==> src/rtl/sram_req_arbiter.sv <==
// Two-requester (fetch/data) arbiter onto one sram-like bus, with an in-order ID FIFO for response routing.
// Optional ARB_RR_EN: alternate priority when both request in IDLE; default is fixed data-over-inst.
module sram_req_arbiter #(
  parameter int unsigned OUTST_DEPTH = 4
) (
  input  logic        clk,
  input  logic        reset,
  input  logic        inst_req,
  input  logic        inst_wr,
  input  logic [1:0]  inst_size,
  input  logic [31:0] inst_addr,
  input  logic [31:0] inst_wdata,
  input  logic        inst_cache,
  output logic        inst_addr_ok,
  output logic        inst_data_ok,
  output logic [31:0] inst_rdata,
  input  logic        data_req,
  input  logic        data_wr,
  input  logic [1:0]  data_size,
  input  logic [31:0] data_addr,
  input  logic [31:0] data_wdata,
  input  logic        data_cache,
  output logic        data_addr_ok,
  output logic        data_data_ok,
  output logic [31:0] data_rdata,
  output logic        bus_req,
  output logic        bus_wr,
  output logic [1:0]  bus_size,
  output logic [31:0] bus_addr,
  output logic [31:0] bus_wdata,
  output logic        bus_cache,
  input  logic        bus_addr_ok,
  input  logic        bus_data_ok,
  input  logic [31:0] bus_rdata,
  output logic        arb_err
);

  localparam int unsigned PW = $clog2(OUTST_DEPTH);
  localparam int unsigned CW = $clog2(OUTST_DEPTH + 1);

  typedef enum logic [1:0] {IDLE, LOCK_I, LOCK_D} state_e;

  state_e                 state_q, state_d;
  logic [OUTST_DEPTH-1:0] id_q, id_d;
  logic [PW-1:0]          wr_ptr_q, wr_ptr_d;
  logic [PW-1:0]          rd_ptr_q, rd_ptr_d;
  logic [CW-1:0]          count_q, count_d;
  logic                   err_q, err_d;

  logic win_data, sel_data, sel_req;
  logic full, empty, push, pop, head;

  assign full  = (count_q == CW'(OUTST_DEPTH));
  assign empty = (count_q == '0);

`ifdef ARB_RR_EN
  logic last_grant_q, last_grant_d;

  // last_grant holds the id of the most recent accepted requester; the other one wins a tie
  always_comb win_data = data_req && (!inst_req || !last_grant_q);

  always_comb begin
    last_grant_d = last_grant_q;
    if (push) last_grant_d = sel_data;
  end

  always_ff @(posedge clk or posedge reset) begin
    if (reset) last_grant_q <= 1'b0;
    else       last_grant_q <= last_grant_d;
  end
`else
  always_comb win_data = data_req;
`endif

  always_comb begin
    sel_data = win_data;
    case (state_q)
      LOCK_I:  sel_data = 1'b0;
      LOCK_D:  sel_data = 1'b1;
      default: sel_data = win_data;
    endcase
  end

  assign sel_req = sel_data ? data_req : inst_req;
  assign bus_req = sel_req && !full;
  assign push    = bus_req && bus_addr_ok;
  assign pop     = bus_data_ok && !empty;
  assign head    = id_q[rd_ptr_q];

  assign bus_wr    = sel_data ? data_wr    : inst_wr;
  assign bus_size  = sel_data ? data_size  : inst_size;
  assign bus_addr  = sel_data ? data_addr  : inst_addr;
  assign bus_wdata = sel_data ? data_wdata : inst_wdata;
  assign bus_cache = sel_data ? data_cache : inst_cache;

  assign inst_addr_ok = push && !sel_data;
  assign data_addr_ok = push &&  sel_data;
  assign inst_data_ok = pop  && !head;
  assign data_data_ok = pop  &&  head;
  assign inst_rdata   = bus_rdata;
  assign data_rdata   = bus_rdata;
  assign arb_err      = err_q;

  always_comb begin
    state_d = state_q;
    case (state_q)
      IDLE: begin
        if (bus_req && !bus_addr_ok) state_d = sel_data ? LOCK_D : LOCK_I;
      end
      LOCK_I, LOCK_D: begin
        if (push) state_d = IDLE;
      end
      default: state_d = IDLE;
    endcase
  end

  always_comb begin
    id_d     = id_q;
    wr_ptr_d = wr_ptr_q;
    rd_ptr_d = rd_ptr_q;
    count_d  = count_q;
    err_d    = err_q;
    if (push) begin
      id_d[wr_ptr_q] = sel_data;
      wr_ptr_d       = wr_ptr_q + PW'(1);
    end
    if (pop) rd_ptr_d = rd_ptr_q + PW'(1);
    if (push && !pop)      count_d = count_q + CW'(1);
    else if (pop && !push) count_d = count_q - CW'(1);
    if (bus_data_ok && empty) err_d = 1'b1;
  end

  always_ff @(posedge clk or posedge reset) begin
    if (reset) begin
      state_q  <= IDLE;
      id_q     <= '0;
      wr_ptr_q <= '0;
      rd_ptr_q <= '0;
      count_q  <= '0;
      err_q    <= 1'b0;
    end else begin
      state_q  <= state_d;
      id_q     <= id_d;
      wr_ptr_q <= wr_ptr_d;
      rd_ptr_q <= rd_ptr_d;
      count_q  <= count_d;
      err_q    <= err_d;
    end
  end

endmodule

==> config.mk <==
export PLATFORM = sky130hd
export DESIGN_NAME = sram_req_arbiter
export DESIGN_NICKNAME = d
export VERILOG_FILES = /design/src/rtl/sram_req_arbiter.sv
export SDC_FILE = /design/constraint.sdc
export NUM_CORES = 1
export LEC_CHECK = 0
export BUFFER_PORTS_ARGS = -buffer_cell sky130_fd_sc_hd__buf_2
export CORE_AREA = 2 2 123 125
export DETAILED_ROUTE_END_ITERATION = 7
export DIE_AREA = 0 0 125 127
export SLEW_MARGIN = 20
export SYNTH_ARGS = -nofsm -noshare
export SYNTH_HDL_FRONTEND = slang
export SYNTH_SLANG_ARGS = --single-unit
==> constraint.sdc <==
create_clock -name clk -period 4.78 [get_ports clk]
set_clock_uncertainty 0.05 [all_clocks]
set_input_delay 0.239 -clock clk [delete_from_list [all_inputs] [get_ports clk]]
set_output_delay 0.239 -clock clk [all_outputs]
set_load 0.02 [all_outputs]
==> impl_metrics.json <==
{
  "synth_top_area_share_pct": 33.9,
  "antenna_left": 0,
  "yosysMostFrequentCell": "buf_4",
  "grt_usage_pct": 9.26,
  "dpl.hpwl_um": 7220,
  "start_util_pct": 16.9,
  "hold_path_class": "input pin to asynchronous set/reset pin",
  "cp.arrival_ns": 2.94,
  "wl_um": 8230,
  "area_growth_pct": 34.1,
  "cts.path.max_buffers": 2,
  "critPathSlowestCell": "a21o_4",
  "avgSynthCellArea_um2": 11.1,
  "slowest_delay_ns": 0.66,
  "violations": "hold timing",
  "synth_nets": 401,
  "ys_seq_area_share_pct": 14.4,
  "antenna_found_initial": 0,
  "drv_cap": 0,
  "ys_top_cells_by_area": "mux2_4 34%, buf_4 20%, dfrtp_1 14%, mux2_2 9.2%, ha_1 3.6%",
  "status": "finished, violations left",
  "end_kind": "primary output",
  "cts_tree": "done",
  "yosys_warnings": 0,
  "cts_resized": 0,
  "slew-limit-headroom_pct": 45.4,
  "p_leak_uw": 0.00178,
  "n_antenna_cell": 0,
  "worstSetupPathType": "flip-flop to primary output",
  "ys_ff_latch": 14,
  "grt_pass1_wl_um": 11400,
  "drive_gt1_share_pct": 82.4,
  "grt-ovfl-total": 0,
  "globalplace.congestion": 0.795,
  "htree_levels": 1,
  "port_buffers": 215,
  "cts_buffers": 3,
  "die_w_um": 125,
  "setup_tns_ns": 0,
  "io_pins": 312,
  "insertion_delay_ns": 0.25,
  "drc": 0,
  "vias_per_cell": 3.79,
  "hold_viol_final": 14,
  "async_flop_share_pct": 100,
  "required_ns": 4.49,
  "dieArea_um2": 15900,
  "synth_top_cell_by_area": "mux2_4",
  "power_uw": 1560,
  "num_vias": 2075,
  "whs_ns": -0.0258,
  "die_height_um": 127,
  "max_freq_mhz": 310,
  "startpoint_type": "flip-flop",
  "path_cells": "inv_1 > ha_1 > nor2b_1 > a21o_4 > buf_4 > mux2_4 > buf_2",
  "setup_viol_count_final": 0,
  "drtPass1Iterations": 4,
  "fin_crit_sh_pct": 67.6,
  "cp_top_family": "buffers and inverters",
  "first_iter_violations": 69,
  "fillers": 1567,
  "routedWlPerCell_um": 15.0,
  "rows": 44,
  "syn_area_um2": 2440,
  "rsz0062_at_grt": "false",
  "synth_flop_cell": "dfrtp_1",
  "clockRootBuffer": "clkbuf_16",
  "tightestPinTransition_ns": 0.819,
  "post_cts_buffers": 0,
  "critPathBufInv": 3,
  "nNetsFinal": 547,
  "power_density_nw_per_um2": 476,
  "crit_fanout": 54,
  "grt_pass1_vias": 1963,
  "synth_cells": 219,
  "period_needed_ns": 3.23,
  "clk_pin_slew_ns": 0.05,
  "synth_cell_type_count": 28,
  "grt_max_degree": 55,
  "cts.sinks": 14,
  "irDropWorstVdd_uv": 304,
  "core_um2": 14400,
  "holdBufCountCts": 0,
  "slew_violations": 0,
  "synth_edf_count": 0,
  "synth_common_cells": "64 x buf_4, 55 x mux2_4, 20 x mux2_2"
}
[flip-flops by register name (all words and copies together), names as in the netlist]
signal    flops
rd_ptr_q      2
arb_err       1
wr_ptr_q      2
count_q       3
id_q          4
state_q       2
[cell families (layout without fill, tap and decap cells)]
logic type	Yosys count	after routing	share of synthesized area (%)
buffers and inverters	84	229	25.1
flip-flops	14	14	14.4
adder cells (fa/ha/maj)	8	8	4.41
multiplexers	78	78	44.8
AO/OA/AOI/OAI	13	13	5.23
XOR/XNOR	6	6	2.15
AND/OR/NAND/NOR	16	16	3.90
[routing by layer]
layer,track usage (%),wire length [µm]
met1,11.1,3150
met2,14.8,3900
met3,4.73,1100
met4,2.09,82
met5,1.24,0
[final cells by class]
| class | instances | area [µm²] | area share [%] |
|---|---|---|---|
| Timing Repair Buffer | 216 | 1080 | 33.1 |
| Sequential cell | 14 | 350 | 10.7 |
| Clock buffer | 4 | 88.8 | 2.72 |
| Multi-Input combinational cell | 121 | 1480 | 45.4 |
| Inverter | 9 | 33.8 | 1.03 |
| Tap cell | 184 | 230 | 7.04 |
[stage by stage]
stage / setup WS, ns / cell area [µm²] / cells / util (%) / hold WS [ns]
3_5_place_dp: 1.80 / 3180 / 544 / 22.1 / 0.271
6_report: 1.55 / 3270 / 548 / 22.7 / -0.0258
4_1_cts: 1.52 / 3270 / 548 / 22.7 / 0.00827
3_3_place_gp: 1.83 / 3180 / 544 / 22.1 / 0.278
5_1_grt: 1.36 / 3270 / 548 / 22.7 / 0.0369
2_1_floorplan: 2.21 / 2440 / 219 / - / 0.0782
[path summary, 6_finish.rpt]
kind,startpoint,endpoint,slack [ns],cells past startpoint
worst min register to register,arb_err$_DFFE_PP0P_,arb_err$_DFFE_PP0P_,0.40,1
max in group asynchronous,reset,count_q[1]$_DFFE_PP0P_,4.35,2
min in group clk,bus_data_ok,arb_err$_DFFE_PP0P_,0.18,2
worst max register to register,state_q[1]$_DFFE_PP0P_,count_q[1]$_DFFE_PP0P_,1.99,9
worst min-delay path,reset,id_q[3]$_DFFE_PP0P_,-0.03,2
worst max-delay path,state_q[0]$_DFFE_PP0P_,bus_addr[13],1.55,7
[power breakdown]
part           switching (µW)  internal (µW)  total [µW]
combinational             588            567        1160
clock                    48.4            127         175
sequential               47.3            178         225
[cell usage in the layout (no fill, tap or decap), drive strengths merged]
cell type / instances
xnor2: 4
dfrtp: 14
mux2i: 2
xor2: 2
mux4: 1
nand3b: 1
a32oi: 2
o211ai: 1
nor3: 1
o21ai: 2
nand2b: 1
ha: 7
buf: 216
a21boi: 1
nor2: 4
clkbuf: 4
inv: 9
o2111ai: 5
or3b: 2
mux2: 75
fa: 1
a21o: 2
nor2b: 3
and2: 4
Note: power is estimated with default switching activity, not from simulation.
